===== src/rtl/fetch_queue_if.sv =====
// Handshake bundle for fetch_queue: imem request/response, decode output and redirect.
// The DUT takes the master modport; the memory/decode environment takes slave.
interface fetch_queue_if;
    logic        imem_req_valid;
    logic        imem_req_ready;
    logic [31:0] imem_req_addr;
    logic        imem_resp_valid;
    logic [31:0] imem_resp_data;
    logic        instr_valid;
    logic        instr_ready;
    logic [31:0] instr_data;
    logic [31:0] instr_pc;
    logic        redirect_valid;
    logic [31:0] redirect_pc;

    modport master (
        output imem_req_valid, imem_req_addr, instr_valid, instr_data, instr_pc,
        input  imem_req_ready, imem_resp_valid, imem_resp_data, instr_ready,
               redirect_valid, redirect_pc
    );

    modport slave (
        input  imem_req_valid, imem_req_addr, instr_valid, instr_data, instr_pc,
        output imem_req_ready, imem_resp_valid, imem_resp_data, instr_ready,
               redirect_valid, redirect_pc
    );
endinterface


===== src/rtl/fetch_queue.sv =====
// In-order instruction prefetch queue with redirect flush and in-flight response dropping.
// Optional perf counters are enabled with FETCH_QUEUE_PERF_EN.
module fetch_queue #(
    parameter int unsigned DEPTH    = 4,
    parameter logic [31:0] RESET_PC = 32'h0000_0000
) (
    input logic           clock,
    input logic           reset,
    fetch_queue_if.master bus
`ifdef FETCH_QUEUE_PERF_EN
    ,
    output logic [15:0]   perf_flush_count,
    output logic [15:0]   perf_stall_count
`endif
);
    localparam int unsigned PW = $clog2(DEPTH);
    localparam int unsigned CW = PW + 1;
    localparam logic [CW:0] DEPTH_X = (CW + 1)'(DEPTH);

    logic [31:0]    fetch_pc_q, fetch_pc_d;
    logic [PW-1:0]  head_q, head_d;
    logic [PW-1:0]  tail_q, tail_d;
    logic [PW-1:0]  fill_q, fill_d;
    logic [CW-1:0]  count_q, count_d;
    logic [CW-1:0]  pend_q, pend_d;
    logic [CW-1:0]  drop_q, drop_d;
    logic [31:0]    pc_q [DEPTH];
    logic [31:0]    pc_d [DEPTH];
    logic [31:0]    data_q [DEPTH];
    logic [31:0]    data_d [DEPTH];
    logic [DEPTH-1:0] filled_q, filled_d;

    logic        req_fire;
    logic        pop;
    logic        resp_fill;
    logic [CW:0] in_use;

    // Outstanding slots include responses still owed to flushed requests.
    assign in_use             = {1'b0, count_q} + {1'b0, drop_q};
    assign bus.imem_req_valid = !reset && !bus.redirect_valid && (in_use < DEPTH_X);
    assign bus.imem_req_addr  = fetch_pc_q;
    assign req_fire           = bus.imem_req_valid && bus.imem_req_ready;

    assign bus.instr_valid = filled_q[head_q] && !bus.redirect_valid;
    assign bus.instr_data  = (count_q != '0) ? data_q[head_q] : '0;
    assign bus.instr_pc    = (count_q != '0) ? pc_q[head_q] : '0;
    assign pop             = bus.instr_valid && bus.instr_ready;

    assign resp_fill = bus.imem_resp_valid && !bus.redirect_valid
                       && (drop_q == '0) && (pend_q != '0);

    always_comb begin
        fetch_pc_d = fetch_pc_q;
        head_d     = head_q;
        tail_d     = tail_q;
        fill_d     = fill_q;
        count_d    = count_q;
        pend_d     = pend_q;
        drop_d     = drop_q;
        pc_d       = pc_q;
        data_d     = data_q;
        filled_d   = filled_q;

        if (bus.redirect_valid) begin
            fetch_pc_d = {bus.redirect_pc[31:2], 2'b00};
            head_d     = '0;
            tail_d     = '0;
            fill_d     = '0;
            count_d    = '0;
            pend_d     = '0;
            filled_d   = '0;
            // Every unfilled entry still owes a response; one arriving now is already consumed.
            drop_d = drop_q + pend_q
                     - CW'(bus.imem_resp_valid && ((drop_q != '0) || (pend_q != '0)));
        end else begin
            if (req_fire) begin
                pc_d[tail_q]     = fetch_pc_q;
                data_d[tail_q]   = '0;
                filled_d[tail_q] = 1'b0;
                tail_d           = tail_q + 1'b1;
                fetch_pc_d       = fetch_pc_q + 32'd4;
            end
            if (bus.imem_resp_valid && (drop_q != '0)) begin
                drop_d = drop_q - 1'b1;
            end
            if (resp_fill) begin
                data_d[fill_q]   = bus.imem_resp_data;
                filled_d[fill_q] = 1'b1;
                fill_d           = fill_q + 1'b1;
            end
            if (pop) begin
                filled_d[head_q] = 1'b0;
                head_d           = head_q + 1'b1;
            end
            count_d = count_q + CW'(req_fire) - CW'(pop);
            pend_d  = pend_q + CW'(req_fire) - CW'(resp_fill);
        end
    end

    always_ff @(posedge clock) begin
        if (reset) begin
            fetch_pc_q <= RESET_PC;
            head_q     <= '0;
            tail_q     <= '0;
            fill_q     <= '0;
            count_q    <= '0;
            pend_q     <= '0;
            drop_q     <= '0;
            filled_q   <= '0;
            for (int unsigned i = 0; i < DEPTH; i++) begin
                pc_q[i]   <= '0;
                data_q[i] <= '0;
            end
        end else begin
            fetch_pc_q <= fetch_pc_d;
            head_q     <= head_d;
            tail_q     <= tail_d;
            fill_q     <= fill_d;
            count_q    <= count_d;
            pend_q     <= pend_d;
            drop_q     <= drop_d;
            filled_q   <= filled_d;
            pc_q       <= pc_d;
            data_q     <= data_d;
        end
    end

`ifdef FETCH_QUEUE_PERF_EN
    logic [15:0] flush_cnt_q, flush_cnt_d;
    logic [15:0] stall_cnt_q, stall_cnt_d;

    always_comb begin
        flush_cnt_d = flush_cnt_q;
        stall_cnt_d = stall_cnt_q;
        if (bus.redirect_valid && (flush_cnt_q != '1)) begin
            flush_cnt_d = flush_cnt_q + 16'd1;
        end
        if (bus.instr_ready && !bus.instr_valid && !bus.redirect_valid && (stall_cnt_q != '1)) begin
            stall_cnt_d = stall_cnt_q + 16'd1;
        end
    end

    always_ff @(posedge clock) begin
        if (reset) begin
            flush_cnt_q <= '0;
            stall_cnt_q <= '0;
        end else begin
            flush_cnt_q <= flush_cnt_d;
            stall_cnt_q <= stall_cnt_d;
        end
    end

    assign perf_flush_count = flush_cnt_q;
    assign perf_stall_count = stall_cnt_q;
`endif
endmodule


===== src/flat_wrapper.sv =====
// flat-port wrapper written by rule: the top's interface ports become plain ports
module fetch_queue_flat 
#(
    parameter int unsigned DEPTH    = 4,
    parameter logic [31:0] RESET_PC = 32'h0000_0000
)
  (clock, reset, bus_imem_req_valid, bus_imem_req_addr, bus_instr_valid, bus_instr_data, bus_instr_pc, bus_imem_req_ready, bus_imem_resp_valid, bus_imem_resp_data, bus_instr_ready, bus_redirect_valid, bus_redirect_pc);
  fetch_queue_if bus_i ();
  input logic clock;
  input logic reset;
  output wire logic [$bits(bus_i.imem_req_valid)-1:0] bus_imem_req_valid;
  output wire logic [$bits(bus_i.imem_req_addr)-1:0] bus_imem_req_addr;
  output wire logic [$bits(bus_i.instr_valid)-1:0] bus_instr_valid;
  output wire logic [$bits(bus_i.instr_data)-1:0] bus_instr_data;
  output wire logic [$bits(bus_i.instr_pc)-1:0] bus_instr_pc;
  input wire logic [$bits(bus_i.imem_req_ready)-1:0] bus_imem_req_ready;
  input wire logic [$bits(bus_i.imem_resp_valid)-1:0] bus_imem_resp_valid;
  input wire logic [$bits(bus_i.imem_resp_data)-1:0] bus_imem_resp_data;
  input wire logic [$bits(bus_i.instr_ready)-1:0] bus_instr_ready;
  input wire logic [$bits(bus_i.redirect_valid)-1:0] bus_redirect_valid;
  input wire logic [$bits(bus_i.redirect_pc)-1:0] bus_redirect_pc;
  assign bus_imem_req_valid = bus_i.imem_req_valid;
  assign bus_imem_req_addr = bus_i.imem_req_addr;
  assign bus_instr_valid = bus_i.instr_valid;
  assign bus_instr_data = bus_i.instr_data;
  assign bus_instr_pc = bus_i.instr_pc;
  assign bus_i.imem_req_ready = bus_imem_req_ready;
  assign bus_i.imem_resp_valid = bus_imem_resp_valid;
  assign bus_i.imem_resp_data = bus_imem_resp_data;
  assign bus_i.instr_ready = bus_instr_ready;
  assign bus_i.redirect_valid = bus_redirect_valid;
  assign bus_i.redirect_pc = bus_redirect_pc;
  fetch_queue #(.DEPTH(DEPTH), .RESET_PC(RESET_PC)) u_core (.clock(clock), .reset(reset), .bus(bus_i));
endmodule

===== config.mk =====
export PLATFORM = sky130hd
export DESIGN_NAME = fetch_queue_flat
export DESIGN_NICKNAME = d
export VERILOG_FILES = /design/src/rtl/fetch_queue_if.sv /design/src/rtl/fetch_queue.sv /design/src/flat_wrapper.sv
export SDC_FILE = /design/constraint.sdc
export NUM_CORES = 1
export LEC_CHECK = 0
export CAP_MARGIN = 20
export CORE_MARGIN = 4
export CORE_UTILIZATION = 60
export DETAILED_ROUTE_END_ITERATION = 16
export PLACE_DENSITY = 0.85
export SETUP_SLACK_MARGIN = 0.1
export SYNTH_ARGS = -nofsm -noshare
export SYNTH_HDL_FRONTEND = slang
export SYNTH_SLANG_ARGS = --single-unit
export TNS_END_PERCENT = 50

===== constraint.sdc =====
create_clock -name clock -period 4.6 [get_ports clock]
set_clock_uncertainty 0.2 [all_clocks]
set_input_delay 0.92 -clock clock [delete_from_list [all_inputs] [get_ports clock]]
set_output_delay 0.92 -clock clock [all_outputs]
set_load 0.05 [all_outputs]

Word-level counts from Yosys, hierarchy flattened
Cells that the tools add are included.
- add/sub/neg operators: 12
- order comparisons: 12
- multiplexer cells: 34
- bitwise logic cells: 11
- reduce and logical (&&, ||, !) cells: 26
- operator list (kind ; number):
    $mux 128 ; 3
    $mux 32 ; 10
    $bwmux 128 ; 2
    $and 128x128->128 ; 1
    $bmux 32 s2 ; 2
    $demux 32 s2 ; 2
    $not 128->128 ; 1
    $add 32x3->32 const B ; 1
    $mux 4 ; 5
    $logic_and 1x1->1 ; 15
    $ge 3x3->1 const B ; 3
    $lt 2x3->1 const B ; 3
    $not 2->3 ; 3
    $reduce_bool 3->1 ; 3
    $sub 3x1->3 ; 3
    $and 4x4->4 ; 2
    $not 4->4 ; 2
    $add 2x1->2 const B ; 3
    $add 3x1->3 ; 2
    $demux 1 s2 ; 3
    $ge 2x1->1 const B ; 3
    $lt 3x1->1 const B ; 2
    $mux 3 ; 2
    $add 3x3->4 ; 1
    other kinds (13) ; 18
- flip-flop bits (word level): 307
- output and inout bits: 98

Depth between registers and ports, before layout
Gate-level depths: netlist of run 1.
- depth in word-level cells: 13
- gate-level depth with buffers: 13
- gate-level depth less buffers: 13

Worst setup path after synthesis of run 1
Ideal clock, no wire load.
- kind: input to output
- from: input port bus_redirect_valid
- to: output port bus_imem_req_valid
- arrival time: 2.644 ns
- required time: 3.480 ns
- setup slack: 0.836 ns
- stages on the path: 4
- path buffers: 2
- path through: buf_2 or2_2 clkbuf_1 nor3_1
- cells in the longest elaborated chain, start to end: 3
- RTL lines (what ; RTL line ; RTL):
    start, declared ; flat_wrapper.sv:20 ; input wire logic [$bits(bus_i.redirect_valid)-1:0] bus_redirect_valid;
    $logic_not 1->1 ; fetch_queue.sv:40 ; assign bus.imem_req_valid = !reset && !bus.redirect_valid && (in_use < DEPTH_X);
    $logic_and 1x1->1 (2 in series) ; fetch_queue.sv:40 ;
    end, declared ; flat_wrapper.sv:11 ; output wire logic [$bits(bus_i.imem_req_valid)-1:0] bus_imem_req_valid;
No other way between the ends.

Final worst setup path of run 1
- from: register u_core.head_q[0]
- to: output port bus_instr_pc[7]
- cells in the longest elaborated chain, start to end: 5
- RTL lines (what ; RTL line ; RTL):
    start, declared ; fetch_queue.sv:21 ; logic [PW-1:0] head_q, head_d;
    start signal, assigned ; fetch_queue.sv:103 ; head_q <= '0;
    start signal, assigned ; fetch_queue.sv:116 ; head_q <= head_d;
    $not 2->3 (not written as such) ; fetch_queue.sv:46 ; assign bus.instr_pc = (count_q != '0) ? pc_q[head_q] : '0;
    $bmux 32 s2 ; fetch_queue.sv:46 ;
    $mux 32 (not written as such) (2 in series) ; fetch_queue.sv:46 ;
    $mux 32 ; fetch_queue.sv:46 ;
    end, declared ; flat_wrapper.sv:15 ; output wire logic [$bits(bus_i.instr_pc)-1:0] bus_instr_pc;
No other way between the ends. The select of a mux whose other input is x is not followed.

==> results of run 1 <==
[critical path: stages, from the launching register on]
cell             delay, ns
dfxtp_4               0.72
buf_4                 0.34
mux4_2                0.53
nor2b_1               0.14
clkdlybuf4s50_1       0.71
[logic make-up after synthesis]
family,count (synthesis),synth area share
AOI/OAI and AO/OA,316,0.148
xor gates and xnor gates,27,0.0175
adders and majority gates,27,0.0266
buffers and inverters,171,0.0552
DFF,297,0.439
muxes,65,0.106
other,1,0.000277
and+or+nand+nor,604,0.207
[worst paths after layout]
kind | from | endpoint | slack (ns) | depth (start not counted)
hold / removal | u_core.pc_q[19] | u_core.pc_q[19] | 0.25 | 2
setup reg to reg | u_core.head_q[0] | u_core.count_q[2] | 1.10 | 11
setup / recovery | u_core.head_q[0] | bus_instr_pc[7] | 0.47 | 4
hold reg to reg | u_core.pc_q[19] | u_core.pc_q[19] | 0.25 | 2
[stage by stage]
step | hold slack [ns] | setup WS (ns) | instance area, um2
CTS | 0.252 | 0.423 | 16100
floorplan | 0.233 | 0.836 | 13500
global placement | 0.238 | 0.926 | 15200
detailed placement | 0.243 | 0.903 | 15200
finish | 0.253 | 0.474 | 16100
global route | 0.272 | 0.336 | 16100
[power by group]
group          internal, mW  switching (mW)  leakage, nW
Clock                  1.34           0.964        0.461
Combinational         0.202           0.334         2.48
Sequential             2.61          0.0609         2.40
[Yosys cell counts (all sizes together), types with 2 or more instances]
library cell	instances	share of area
o311ai	4	0.0026
mux2i	2	0.0015
xnor2	19	0.012
or2	3	0.0014
inv	29	0.0080
dfxtp	297	0.44
a311oi	2	0.0013
nor3	14	0.0085
a22oi	131	0.073
nor2	157	0.044
and4	9	0.0058
o21ai	13	0.0048
a211oi	10	0.0055
nor4	8	0.0051
clkbuf	74	0.021
nor2b	95	0.044
nand3	9	0.0043
fa	3	0.0044
a31oi	4	0.0018
buf	68	0.027
and2	7	0.0032
ha	24	0.022
and3	6	0.0028
a32oi	4	0.0026
nand4	11	0.0051
a21oi	143	0.053
xor2	8	0.0052
mux4	63	0.10
nand2	275	0.076
or3	5	0.0023
[per-layer routing]
metal	vias to the layer above	GRT usage	wire length, um
met5	-	0	27
met2	578	0.511	18400
met1	5701	0.362	14400
li1	5373	-	-
met4	4	0.114	1300
met3	112	0.0440	2950
[area by class of cell]
class,instances,area (um2),area share
Timing Repair Buffer,191,1880,0.117
Tap cell,280,350,0.0218
Inverter,29,109,0.00677
Sequential cell,297,5950,0.370
Multi-Input combinational cell,1043,6870,0.427
Clock buffer,44,862,0.0536
Clock inverter,7,63.8,0.00397
[sequential cells by signal (all words and copies together) (netlist names)]
name and cells:
u_core.data_q 128, u_core.pc_q 120, u_core.bus.imem_req_addr 30, u_core.filled_q 4
u_core.count_q 3, u_core.drop_q 3, u_core.pend_q 3, u_core.fill_q 2
u_core.head_q 2, u_core.tail_q 2
==> results.md, run 1 <==
- Commonest non-fill, non-tap cell in the layout: dfxtp_1
- Post-Synthesis Cells: 1,508
- Routed length per placed instance: 19.6 um
- Unrepaired setup endpoints after global routing: no
- # rows: 54
- Max Cap Viol: 0
- CP Capture Type: primary output
- Routed Antenna Nets: 0
- CTS tree: done
- Die span in x: 158 um
- Post-Syn Area: 13,500 um2
- DRC Markers: 0
- Clock slew at reported path FFs: 0.07 ns
- Worst setup SP type: register
- Total track usage: 0.291
- P_leak: 5.35 nW
- Period utilization: 0.897
- GPL Wtd Cong: 0.835
- Pwr Total: 5.51 mW
- Fmax: 242 MHz
- Worst min path class: register to register
- Layout cells sized above 1: 0.101
- N_diodes: 0
- Via density per instance: 6.22
- GR Overflow Total: 0
- HPWL after DPL: 22,400 um
- Post-CTS sizing: 0
- Area Overhead vs Synth: 18.8%
- Clock Sinks: 297
- Setup_tns: 0 ns
- Num ports: 168
- Core Area: 22,000 um2
- PwrDens: 342 nW/um2
- Netlist cell types: 50
- Hold_buf cts: 0
- Fillers: 1,591
- Die height: 158 um
- Clk root buf: clkbuf_16
- Drt pass-1 iters: 6
- Final Hold Vio Count: 0
- Initial antenna violation count: 2
- Finished Layout Cells: 1,891
- Starting DRT DRC Count: 1,244
- VDD IR max: 273 uV
- First-pass GRT wire length: 58,900 um
- Worst EP arrival: 3.01 ns
- Ys async rst share: 0
- Number of synthesized flops with an enable pin: 0
- Clock Tree Buf Depth: 3
- Num CTS Buffers: 29
- Util after Layout: 0.730
- Seq cells post-synth: 297
- Worst-path maximum fanout: 24
- Outcome: finished clean
- Postcts setup bufs: 0
- Via Count: 11,800
- Worst-skew pair later-pin latency: 0.56 ns
- Synth Warn #: 0
- Final setup viols: 0
- Syn Area/Cell: 8.98 um2
- Final nets: 1,688
- Measured slew at the worst slew-check pin: 1.02 ns
- Vias in the first global route: 11,700
- Minimum clock period: 4.13 ns
- H-tree levels: 1
- Main synth FF type: dfxtp_1
- Routed WL: 37,100 um
- Fin. max-slew vios: 0
- Largest net degree at the start of global routing: 218
- Type of the worst setup path: register to primary output
- Starting Density: 0.615
- Most frequent cells in the layout: 295 x dfxtp_1, 274 x nand2_1, 157 x clkdlybuf4s50_1
- Die area: 25,000 um2
- Worst endpoint required time: 3.48 ns
- Placed Instances: 1,840
- Slew margin rel.: 0.321
- Sequential element share of the synthesized area: 0.439
- Port Buf Inserts: 161
Note: power is estimated with default switching activity, not from simulation.
==> run 2: changes to the inputs <==
CORE_UTILIZATION = 56   (was 60)
PLACE_DENSITY = 0.8   (was 0.85)
clock period = 4.03 ns   (was 4.6 ns; I/O delays follow)
==> run 2 against run 1 <==
Against the previous run:
- utilization fell by 3.8 points
- final cell count up 2.9%
- largest cell class unchanged
- setup slack got worse by 0.26 ns
- via count about the same
- sequential power is 14% higher
- clock power is 24% higher
- critical endpoint is now bus_instr_data[21]
- register-to-register slack lost 0.23 ns
- clock-buffer cell count is 1 higher
- total power up 18%
==> results.md, run 2 (synthesis gave the netlist of run 1 again) <==
- Via density per instance: 6.05 (-2.8%)
- Via Count: 11,800 (+0.0085%)
- Most frequent cells in the layout: 295 x dfxtp_1, 274 x nand2_1, 156 x clkdlybuf4s50_1
- Clk root buf: clkbuf_16
- HPWL after DPL: 22,900 um (+2.4%)
- Vias in the first global route: 11,700 (+0.60%)
- Worst-path maximum fanout: 25 (+4.2%)
- Slowest cell on crit path: clkdlybuf4s50_1
- Finished Layout Cells: 1,946 (+2.9%)
- Clock Sinks: 297 (unchanged)
- Routed WL: 37,500 um (+1.1%)
- CP Capture Type: primary output
- Layout cells sized above 1: 0.110 (+0.00946)
- Measured slew at the worst slew-check pin: 1.05 ns (+0.0267 ns)
- Initial antenna violation count: 1 (-1)
- Routed length per placed instance: 19.3 um (-1.7%)
- PwrDens: 398 nW/um2 (+16%)
- Area Overhead vs Synth: 20.8%
- Unrepaired setup endpoints after global routing: no
- Die span in x: 163 um (+3.3%)
- VDD IR max: 353 uV (+29%)
- Num ports: 168 (unchanged)
- Die area: 26,700 um2 (+6.8%)
- Type of the worst setup path: register to primary output
- Area occupied by registers: 5950 um2 (unchanged)
- DRC Markers: 0 (unchanged)
- Starting Density: 0.573 (-0.0413)
- Outcome: finished clean
- Largest net degree at the start of global routing: 104 (-52%)
- GPL Wtd Cong: 0.810 (-3.0%)
- H-tree levels: 1 (unchanged)
- CTS tree: done
- Fin. max-slew vios: 0 (unchanged)
- Largest reg by FF count: u_core.data_q
- Commonest non-fill, non-tap cell in the layout: dfxtp_1
- Max Cap Viol: 0 (unchanged)
- Minimum clock period: 3.82 ns
- Final Hold Vio Count: 0 (unchanged)
- Setup_tns: 0 ns (unchanged)
- Worst setup SP type: register
- CP max stage delay: 0.73 ns (about the same)
- Worst min path class: register to register
- Worst-skew pair later-pin latency: 0.55 ns (about the same)
- Slew margin rel.: 0.303 (-0.0178)
- GR Overflow Total: 0 (unchanged)
- Period utilization: 0.948
- Multi-input gate area: 6870 um2 (unchanged)
- Core Area: 23,600 um2 (+7.2%)
- Worst EP arrival: 2.81 ns (-0.20 ns)
- # rows: 56 (+3.7%)
- Fmax: 262 MHz
- Worst Path Buf+Inv: 2 (unchanged)
- P_leak: 5.47 nW (+2.3%)
- Total track usage: 0.275 (-0.0164)
- Placed Instances: 1,890 (+2.7%)
- N_diodes: 0 (unchanged)
- Max reg flops: 128 (unchanged)
- Fillers: 1,841 (+16%)
- Final nets: 1,701 (+0.77%)
- Die height: 163 um (+3.3%)
- Crit-path cells: buf_12 > mux4_2 > nor2b_1 > clkdlybuf4s50_1
- Clock slew at reported path FFs: 0.06 ns (about the same)
- Postcts setup bufs: 0 (unchanged)
- Starting DRT DRC Count: 1,099 (-12%)
- Crit-path leading delay family: buffers and inverters
- Worst endpoint required time: 3.02 ns (-0.46 ns)
- First-pass GRT wire length: 60,000 um (+1.8%)
- Clock Tree Buf Depth: 3 (unchanged)
- Drt pass-1 iters: 5 (-1)
- Port Buf Inserts: 161 (unchanged)
- Num CTS Buffers: 31 (+6.9%)
- Routed Antenna Nets: 0 (unchanged)
- Final setup viols: 0 (unchanged)
## run 2: through the flow
stage	hold WS, ns	utilization	area (um2)	power [mW]	setup WS, ns
after detailed placement	0.243	0.649	15300	3.72	0.555
after global routing	0.271	0.692	16300	6.72	0.106
final	0.252	0.692	16300	6.51	0.210
after global placement	0.238	0.649	15300	3.70	0.660
after floorplan	0.233	-	13500	3.50	0.494
after CTS	0.252	0.692	16300	6.53	0.176
## run 2: path summary, 6_finish.rpt
kind / start / endpoint / slack [ns] / depth (start not counted)
worst min-delay path: u_core.pc_q[55] / u_core.pc_q[55] / 0.25 / 2
worst max register to register: u_core.head_q[1] / u_core.count_q[2] / 0.87 / 11
worst min register to register: u_core.pc_q[55] / u_core.pc_q[55] / 0.25 / 2
worst max-delay path: u_core.head_q[0] / bus_instr_data[21] / 0.21 / 4
## run 2: tightest hold or removal path: stages, from the launching register on
cell	delay (ns)
dfxtp_1	0.31
nand2_1	0.05
a21oi_1	0.05
## run 2: where the power goes
| group | internal [mW] | switching (mW) | total, mW | leakage [nW] |
|---|---|---|---|---|
| clock | 1.68 | 1.17 | 2.85 | 0.509 |
| combinational | 0.236 | 0.376 | 0.612 | 2.56 |
| sequential | 2.98 | 0.0731 | 3.05 | 2.40 |
| total | 4.90 | 1.61 | 6.51 | 5.47 |
## run 2: per-layer routing
layer | routed length [um] | track usage | vias up
met2 | 18500 | 0.476 | 601
met4 | 1050 | 0.0919 | 2
met3 | 3360 | 0.0449 | 100
met1 | 14600 | 0.352 | 5669
li1 | - | - | 5397
met5 | 13 | 0 | -
## run 2: cell type report
type	instances	share of cell area
clock buffers	45	0.0556
clock inverters	11	0.00727
inverters	29	0.00666
multi-input cells	1043	0.420
flip-flops and latches	297	0.364
well taps	319	0.0244
repair buffers	202	0.122
## run 2: what timing repair did
| action | in CTS | in global routing |
|---|---|---|
| hold buffers | 0 | 0 |
| resized for setup | 0 | 1 |
| endpoints found under the setup margin | 0 | 1 |
==> run 3: changes to the inputs <==
CORE_UTILIZATION = 60   (was 56)
GPL_ROUTABILITY_DRIVEN = 0   (was default)
PLACE_DENSITY = 0.85   (was 0.8)
clock period = 4.9 ns   (was 4.03 ns; I/O delays follow)
==> run 3 against run 2 <==
Against the previous run:
- die area is 6.3% lower
- highest routed layer unchanged
- critical path type unchanged
- non-clock buffer count fell by 8
- largest power group unchanged
- clock power down 18%
- sequential cell count did not move
- utilization rose by 4.3 points
- final area fell by 0.90%
- clock-buffer cell count increased by 2
- critical path depth is the same
- final cell count decreased by 2.4%
- via count up 1.1%
- register-to-register slack improved by 0.57 ns
- sequential power decreased by 18%
==> results.md, run 3 (synthesis gave the netlist of run 1 again) <==
- Most frequent cells in the layout: 295 x dfxtp_1, 274 x nand2_1, 158 x clkdlybuf4s50_1
- Worst R2R End: u_core.count_q[2]
- Via density per instance: 6.26 (+3.6%)
- Num ports: 168 (unchanged)
- Worst endpoint required time: 3.72 ns (+0.70 ns)
- Fin. max-slew vios: 0 (unchanged)
- Via Count: 11,900 (+1.1%)
- # rows: 54 (-3.6%)
- WHS Endpoint: u_core.pc_q[60]
- Period utilization: 0.879
- Largest reg by FF count: u_core.data_q
- Clock Tree Buf Depth: 3 (unchanged)
- R2R Setup Slk: 1.44 ns (+0.57 ns)
- Unrepaired setup endpoints after global routing: no
- Drt pass-1 iters: 6 (+1)
- Worst R2R Start: u_core.head_q[0]
- Core Area: 22,000 um2 (-6.7%)
- Initial antenna violation count: 2 (+1)
- Die height: 158 um (-3.2%)
- Type of the worst setup path: register to primary output
- First-pass GRT wire length: 61,000 um (+1.7%)
- Die area: 25,000 um2 (-6.3%)
- Die span in x: 158 um (-3.2%)
- Util after Layout: 0.735 (+0.0432)
- Commonest non-fill, non-tap cell in the layout: dfxtp_1
- Starting DRT DRC Count: 1,453 (+32%)
- Outcome: finished clean
- Largest net degree at the start of global routing: 109 (+4.8%)
- WHS: 0.252 ns (-0.0000310 ns)
- Hold Path Depth: 2 (unchanged)
- CTS tree: done
- P_leak: 5.40 nW (-1.2%)
- Worst EP arrival: 3.13 ns (+0.32 ns)
- Port Buf Inserts: 161 (unchanged)
- PwrDens: 331 nW/um2 (-17%)
- Vias in the first global route: 12,000 (+1.8%)
- Post-CTS sizing: 0 (unchanged)
- Total track usage: 0.301 (+0.0260)
- Routed length per placed instance: 20.2 um (+4.9%)
- Area Overhead vs Synth: 19.7%
- Post-DP Area: 15,100 um2 (-1.2%)
- HPWL after DPL: 22,600 um (-1.5%)
- Slew margin rel.: 0.284 (-0.0193)
- Routed Antenna Nets: 0 (unchanged)
- CP Capture Type: primary output
- Worst-path maximum fanout: 25 (unchanged)
- Postcts setup bufs: 0 (unchanged)
- Worst min path class: register to register
- Minimum clock period: 4.31 ns
- Clock Sinks: 297 (unchanged)
- Clock slew at reported path FFs: 0.06 ns (about the same)
- Max Cap Viol: 0 (unchanged)
- Hold Path Origin: u_core.pc_q[60]
- Hold_buf cts: 0 (unchanged)
- Measured slew at the worst slew-check pin: 1.07 ns (+0.0289 ns)
- Final Hold Vio Count: 0 (unchanged)
- DRC Markers: 0 (unchanged)
- Num CTS Buffers: 30 (-3.2%)
- Final setup viols: 0 (unchanged)
- Worst-skew pair later-pin latency: 0.55 ns (about the same)
- Max reg flops: 128 (unchanged)
- Worst setup SP type: register
- Final nets: 1,692 (-0.53%)
- R2R depth: 11 (unchanged)
- GR Overflow Total: 0 (unchanged)
- Setup_tns: 0 ns (unchanged)
- VDD IR max: 256 uV (-27%)
- Routed WL: 38,400 um (+2.4%)
- Fmax: 232 MHz
- Final Instance Area: 16,200 um2 (-0.90%)
- Clk root buf: clkbuf_16
- Layout cells sized above 1: 0.104 (-0.00557)
- Pwr Total: 5.37 mW (-18%)
- Starting Density: 0.615 (+0.0413)
- H-tree levels: 1 (unchanged)
## run 3: where the power goes
| part | switching (mW) | leakage [nW] | internal [mW] |
|---|---|---|---|
| clock network | 0.947 | 0.509 | 1.41 |
| registers | 0.0591 | 2.40 | 2.45 |
| logic | 0.317 | 2.50 | 0.192 |
| total | 1.32 | 5.40 | 4.05 |
## run 3: stage by stage
stage	setup WS, ns	instances
floorplan	1.02	1511
global placement	0.905	1842
detailed placement	0.882	1842
CTS	0.611	1897
global route	0.544	1899
finish	0.595	1899
## run 3: critical path, stage by stage, from the launching register on
cell and delay, ns:
dfxtp_2 0.80, buf_4 0.43, mux4_2 0.26, nor2b_1 0.23, clkdlybuf4s50_1 0.85
## run 3: worst max path at each step
| stage | from | endpoint | slack (ns) | cells past startpoint |
|---|---|---|---|---|
| floorplan | bus_redirect_valid | bus_imem_req_valid | 1.02 | 4 |
| global placement | bus_imem_req_ready | u_core.filled_q[3] | 0.90 | 9 |
| detailed placement | bus_imem_req_ready | u_core.filled_q[3] | 0.88 | 9 |
| CTS | u_core.head_q[1] | bus_instr_data[22] | 0.61 | 4 |
| global route | u_core.head_q[1] | bus_instr_data[0] | 0.54 | 4 |
| finish | u_core.head_q[1] | bus_instr_data[22] | 0.59 | 4 |
## run 3: layout make-up
cell class	instances	area, um2
Tap cell	280	350
Clock inverter	8	92.6
Multi-Input combinational cell	1043	6870
Fill cell	1550	5830
Antenna cell	1	2.50
Clock buffer	47	936
Sequential cell	297	5950
Inverter	29	109
Timing Repair Buffer	194	1890
## run 3: layer usage
layer,track usage,vias to the layer above,part of all wire
met1,0.378,5722,0.38
met4,0.126,2,0.037
met3,0.0476,117,0.088
met2,0.517,672,0.50
met5,0,-,0.00036
li1,-,5383,-
